<file path="config.mk">
export PLATFORM = sky130hd
export DESIGN_NAME = systolic_feeder_2x2
export DESIGN_NICKNAME = d
export VERILOG_FILES = /design/src/rtl/systolic_pkg.sv /design/src/rtl/systolic_feeder_2x2.sv
export SDC_FILE = /design/constraint.sdc
export NUM_CORES = 1
export LEC_CHECK = 0
export BUFFER_PORTS_ARGS = -buffer_cell sky130_fd_sc_hd__buf_2
export CAP_MARGIN = 20
export CORE_MARGIN = 5
export CORE_UTILIZATION = 50
export DETAILED_ROUTE_END_ITERATION = 8
export PLACE_DENSITY = 0.84
export SLEW_MARGIN = 20
export SYNTH_ARGS = -nofsm -noshare
export SYNTH_HDL_FRONTEND = slang
export SYNTH_SLANG_ARGS = --single-unit
</file>
<file path="constraint.sdc">
create_clock -name clk -period 2.6 [get_ports clk]
set_input_delay 0.26 -clock clk [delete_from_list [all_inputs] [get_ports clk]]
set_output_delay 0.26 -clock clk [all_outputs]
set_load 0.05 [all_outputs]
</file>
<file path="src/rtl/systolic_pkg.sv">
// Shared definitions for the 2x2 systolic feeder: FSM encoding and default widths.
package systolic_pkg;

    typedef enum logic [2:0] {
        ST_IDLE,
        ST_CLEAR,
        ST_FEED,
        ST_DRAIN,
        ST_DONE
    } state_t;

    localparam int DEF_DATA_WIDTH   = 8;
    localparam int DEF_DRAIN_CYCLES = 4;
    localparam int FEED_CYCLES      = 3;

    // A counter must stay at least one bit wide even when no drain is requested.
    function automatic int cnt_width(input int n);
        return (n < 2) ? 1 : $clog2(n + 1);
    endfunction

endpackage

</file>
<file path="src/rtl/systolic_feeder_2x2.sv">
// Sequences one 2x2 matrix job into an external systolic array: clear, skewed feed,
// drain, then capture and hand back the result matrix.
module systolic_feeder_2x2
    import systolic_pkg::*;
#(
    parameter int DATA_WIDTH   = DEF_DATA_WIDTH,
    parameter int ACC_WIDTH    = 2 * DATA_WIDTH,
    parameter int DRAIN_CYCLES = DEF_DRAIN_CYCLES
) (
    input  logic                    clk,
    input  logic                    rst,
    input  logic                    in_valid,
    output logic                    in_ready,
    input  logic [4*DATA_WIDTH-1:0] a_mat,
    input  logic [4*DATA_WIDTH-1:0] b_mat,
    output logic [DATA_WIDTH-1:0]   arr_a0,
    output logic [DATA_WIDTH-1:0]   arr_a1,
    output logic [DATA_WIDTH-1:0]   arr_b0,
    output logic [DATA_WIDTH-1:0]   arr_b1,
    output logic                    arr_start,
    output logic                    arr_clr,
    input  logic [ACC_WIDTH-1:0]    arr_c00,
    input  logic [ACC_WIDTH-1:0]    arr_c01,
    input  logic [ACC_WIDTH-1:0]    arr_c10,
    input  logic [ACC_WIDTH-1:0]    arr_c11,
    output logic                    out_valid,
    input  logic                    out_ready,
    output logic [4*ACC_WIDTH-1:0]  c_mat,
    output logic                    busy
);

    localparam int               CNT_W      = cnt_width(DRAIN_CYCLES);
    localparam logic [CNT_W-1:0] DRAIN_LOAD = CNT_W'(DRAIN_CYCLES);
    localparam logic [1:0]       LAST_K     = 2'(FEED_CYCLES - 1);

    state_t                         state, next_state;
    logic [3:0][DATA_WIDTH-1:0]     a_reg, b_reg;
    logic [1:0]                     feed_k, next_k;
    logic [CNT_W-1:0]               drain_cnt;
    logic [DATA_WIDTH-1:0]          nxt_a0, nxt_a1, nxt_b0, nxt_b1;
    logic                           nxt_start, nxt_clr;
    logic                           accept, capture;

    assign in_ready  = (state == ST_IDLE);
    assign busy      = (state != ST_IDLE);
    assign out_valid = (state == ST_DONE);
    assign accept    = in_valid && (state == ST_IDLE);
    assign capture   = (next_state == ST_DONE) && (state != ST_DONE);
    assign next_k    = (state == ST_FEED) ? feed_k + 2'd1 : 2'd0;

    always_comb begin
        next_state = state;
        case (state)
            ST_IDLE:  if (in_valid) next_state = ST_CLEAR;
            ST_CLEAR: next_state = ST_FEED;
            ST_FEED:  if (feed_k == LAST_K)
                          next_state = (DRAIN_CYCLES == 0) ? ST_DONE : ST_DRAIN;
            ST_DRAIN: if (drain_cnt == CNT_W'(1)) next_state = ST_DONE;
            ST_DONE:  if (out_ready) next_state = ST_IDLE;
            default:  next_state = ST_IDLE;
        endcase
    end

    // Operand slots for the coming cycle; element index is row*2+col.
    always_comb begin
        nxt_a0    = '0;
        nxt_a1    = '0;
        nxt_b0    = '0;
        nxt_b1    = '0;
        nxt_start = (next_state == ST_FEED) || (next_state == ST_DRAIN);
        nxt_clr   = (next_state == ST_CLEAR);
        if (next_state == ST_FEED) begin
            case (next_k)
                2'd0: begin
                    nxt_a0 = a_reg[0];
                    nxt_b0 = b_reg[0];
                end
                2'd1: begin
                    nxt_a0 = a_reg[1];
                    nxt_a1 = a_reg[2];
                    nxt_b0 = b_reg[2];
                    nxt_b1 = b_reg[1];
                end
                2'd2: begin
                    nxt_a1 = a_reg[3];
                    nxt_b1 = b_reg[3];
                end
                default: ;
            endcase
        end
    end

    always_ff @(posedge clk or negedge rst) begin
        if (!rst) begin
            state     <= ST_IDLE;
            feed_k    <= '0;
            drain_cnt <= '0;
            a_reg     <= '0;
            b_reg     <= '0;
            arr_a0    <= '0;
            arr_a1    <= '0;
            arr_b0    <= '0;
            arr_b1    <= '0;
            arr_start <= 1'b0;
            arr_clr   <= 1'b0;
            c_mat     <= '0;
        end else begin
            state  <= next_state;
            feed_k <= next_k;
            if ((state == ST_FEED) && (next_state == ST_DRAIN))
                drain_cnt <= DRAIN_LOAD;
            else if (state == ST_DRAIN)
                drain_cnt <= drain_cnt - CNT_W'(1);
            if (accept) begin
                a_reg <= a_mat;
                b_reg <= b_mat;
            end
            arr_a0    <= nxt_a0;
            arr_a1    <= nxt_a1;
            arr_b0    <= nxt_b0;
            arr_b1    <= nxt_b1;
            arr_start <= nxt_start;
            arr_clr   <= nxt_clr;
            if (capture)
                c_mat <= {arr_c11, arr_c10, arr_c01, arr_c00};
        end
    end

endmodule

</file>
==> flow_metrics.py <==
metrics = {
    "sta": {
        "period_needed_ns": 2.29,
        "maxSlewHeadroom_pct": 52.9,
        "fin_crit_sh_pct": 88.0,
        "hold_violations": 0,
        "rsz0062_at_grt": "false",
        "worstMarginPinSlew_ns": 0.707,
        "fmax_ghz": 0.437,
        "slew_viol_final": 0,
        "finalSetupViolCount": 0,
        "skew_ns": 0.00720,
        "setup_ws_ns": 0.313,
        "tns_ns": 0,
    },
    "status": {
        "status": "finished clean",
    },
    "critical_path": {
        "cp_cell_sequence": "nand2b_1 -> or3_1 -> ha_1 -> nor2b_1 -> o21ai_1 -> buf_4 -> nor2_1",
        "cp_max_fo": 11,
        "cp_slowest_stage_delay_ns": 0.54,
        "cp.required_ns": 2.90,
        "reg2reg_depth": 7,
        "cpMaxStageDelayCell": "dfrtp_1",
        "startpoint_type": "flip-flop",
        "end_kind": "flip-flop",
        "crit_arrival_ns": 2.59,
        "cp.depth": 7,
        "path_delay_family": "simple AND/OR/NAND/NOR gates",
        "critical_path_class": "reg2reg",
        "crit_buf_inv": 1,
    },
    "global_routing": {
        "overflow": 0,
        "grt_antenna_before_repair": 0,
        "grt_pass1_vias": 4726,
        "grt_pass1_wl_um": 24300,
        "grt_max_degree": 63,
        "grt_usage_pct": 19.1,
    },
    "synth": {
        "ys.flop_type": "dfrtp_1",
        "synth_largest_area_cell": "dfrtp_1",
        "synth-edff-count": 0,
        "ys_ff_latch": 170,
        "synth_area_leaders": "dfrtp_1 61%, mux2_4 19%, mux2_2 6.3%",
        "async_reset_ff_share_pct": 100,
        "synth_top_area_share_pct": 61.2,
        "synth_xor_area_share_pct": 0,
        "syn_area_um2": 6950,
        "synthMuxAreaShare_pct": 25.5,
        "syn_inst": 428,
        "synth.most_common_cell": "dfrtp_1",
        "synth_seq_area_share_pct": 61.2,
        "synthTopCellsByCount": "170 x dfrtp_1, 89 x mux2_4, 39 x mux2_2, 35 x nor2_1, 32 x a22oi_1",
        "synth_compound_area_share_pct": 4.39,
        "synthSimpleGateAreaFrac_pct": 3.69,
        "synth_top_family_by_area": "multiplexers",
        "yosys_warnings": 0,
        "ys_types": 33,
        "synth_fa_ha_area_share_pct": 1.08,
        "avgSynthCellArea_um2": 16.2,
        "synth_nets": 566,
    },
    "routing": {
        "first_pass_iters": 4,
        "drt_iter0_markers": 161,
        "route.detailed.wl_per_inst_um": 17.8,
        "drc_errors": 0,
        "vias": 4331,
        "routed_wl_um": 15200,
        "viasPerCell": 5.05,
        "antenna_left": 0,
    },
    "cts": {
        "clk_latency_ns": 0.41,
        "cts.sinks": 170,
        "cts_tree": "yes",
        "cts_made_buffers": 17,
        "cts_buffer_depth": 2,
        "clock-root-buffer": "clkbuf_16",
        "htreeDepth": 4,
        "clk_pin_slew_ns": 0.06,
        "post_cts_buffers": 0,
    },
    "cells_and_area": {
        "final_area_um2": 8870,
        "n_antenna_cell": 0,
        "drive_gt1_share_pct": 59.7,
        "fillers": 1041,
        "nets": 804,
        "largest_reg_flops": 64,
        "area_delta_synth_final_pct": 27.6,
    },
    "placed_design": {
        "io_buffers": 232,
        "dp_slack_ns": 0.319,
        "dp_hpwl_um": 11300,
        "placed_area_um2": 8220,
        "place.gp.congestion": 0.843,
    },
    "floorplanning": {
        "core_um2": 13800,
        "num_rows": 43,
        "ios": 233,
        "dieHeight_um": 128,
        "dieArea_um2": 16400,
        "initial_core_util_pct": 50.5,
        "die_x_um": 128,
    },
    "worst_hold_path": {
        "worstHoldPathType": "in2reg",
        "whs_path_depth": 2,
    },
    "power_and_ir_drop": {
        "p_comb_share_pct": 45.2,
        "pwr-share-clk_pct": 20.5,
        "internal_power_mw": 7.76,
        "power_density_nw_per_um2": 1480,
        "p_leak_nw": 4.51,
        "ir_drop_mv": 0.642,
        "pwr-share-seq_pct": 34.3,
        "p_sw_share_pct": 40.9,
        "p_sw_mw": 5.37,
    },
    "run": {
        "max_cap_violations": 0,
    },
}
## what timing repair did
item,in CTS,in global routing
hold buffers,1,0
hold endpoints to repair,44,0
resized for setup,0,0
## cell usage in the layout (no fill, tap or decap), types with 3 or more instances in the layout
| cell | netlist | final |
|---|---|---|
| o21ai_0 | 3 | 3 |
| buf_12 | 5 | 4 |
| mux2_4 | 89 | 89 |
| nor2_1 | 35 | 35 |
| inv_1 | 7 | 7 |
| bufinv_16 | 0 | 5 |
| dfrtp_1 | 170 | 170 |
| ha_1 | 6 | 6 |
| buf_2 | 3 | 231 |
| mux2_2 | 39 | 39 |
| buf_4 | 3 | 7 |
| clkbuf_16 | 0 | 17 |
| a22oi_1 | 32 | 32 |
## kinds of logic after synthesis
family,after synthesis
AND/OR/NAND/NOR,50
multiplexers,128
adder cells (fa/ha/maj),6
flip-flops,170
AO/OA/AOI/OAI,42
buffers and inverters,32
## cell type report
class / count / area, µm² / area share [%]
clock buffers: 20 / 447 / 5.03
clock inverters: 11 / 193 / 2.17
inverters: 7 / 26.3 / 0.296
multi-input cells: 226 / 2420 / 27.3
flip-flops and latches: 170 / 4250 / 47.9
well taps: 180 / 225 / 2.54
repair buffers: 244 / 1310 / 14.8
## metrics by stage
step / power [mW] / std cells / hold slack (ns) / util (%)
after CTS: 13.3 / 858 / 0.0480 / 64.4
after global placement: 10.3 / 826 / 0.208 / 59.7
after global routing: 13.8 / 858 / 0.0530 / 64.4
final: 13.1 / 858 / 0.0742 / 64.4
after detailed placement: 10.5 / 826 / 0.217 / 59.7
after floorplan: 9.07 / 428 / -0.0356 / -
## path summary, 6_finish.rpt
kind / startpoint / end / slack (ns)
max: state[1] / arr_b1[4] / 0.31
min: b_mat[12] / b_reg[12] / 0.07
max reg2reg: state[1] / arr_b1[4] / 0.31
min reg2reg: c_mat[17] / c_mat[17] / 0.50
max in group asynchronous: rst / b_reg[2] / 1.50
min in group asynchronous: rst / a_reg[0] / 0.33
## per-layer routing
metal | global-route usage (%) | up-vias | share of wire (%)
met3 | 7.50 | 16 | 10
met4 | 6.55 | 0 | 1.4
met5 | 0 | - | 0
li1 | - | 1972 | -
met1 | 22.7 | 2155 | 39
met2 | 31.8 | 188 | 49
## power by group through the flow
| stage | Sequential, mW | Combinational, mW | Clock [mW] |
|---|---|---|---|
| after global placement | 4.46 | 5.86 | 0 |
| after CTS | 4.52 | 6.00 | 2.76 |
| after detailed placement | 4.54 | 5.98 | 0 |
| after floorplan | 6.56 | 2.51 | 0 |
| final | 4.50 | 5.94 | 2.69 |
| after global routing | 4.65 | 6.29 | 2.88 |
Note: power is estimated with default switching activity, not from simulation.
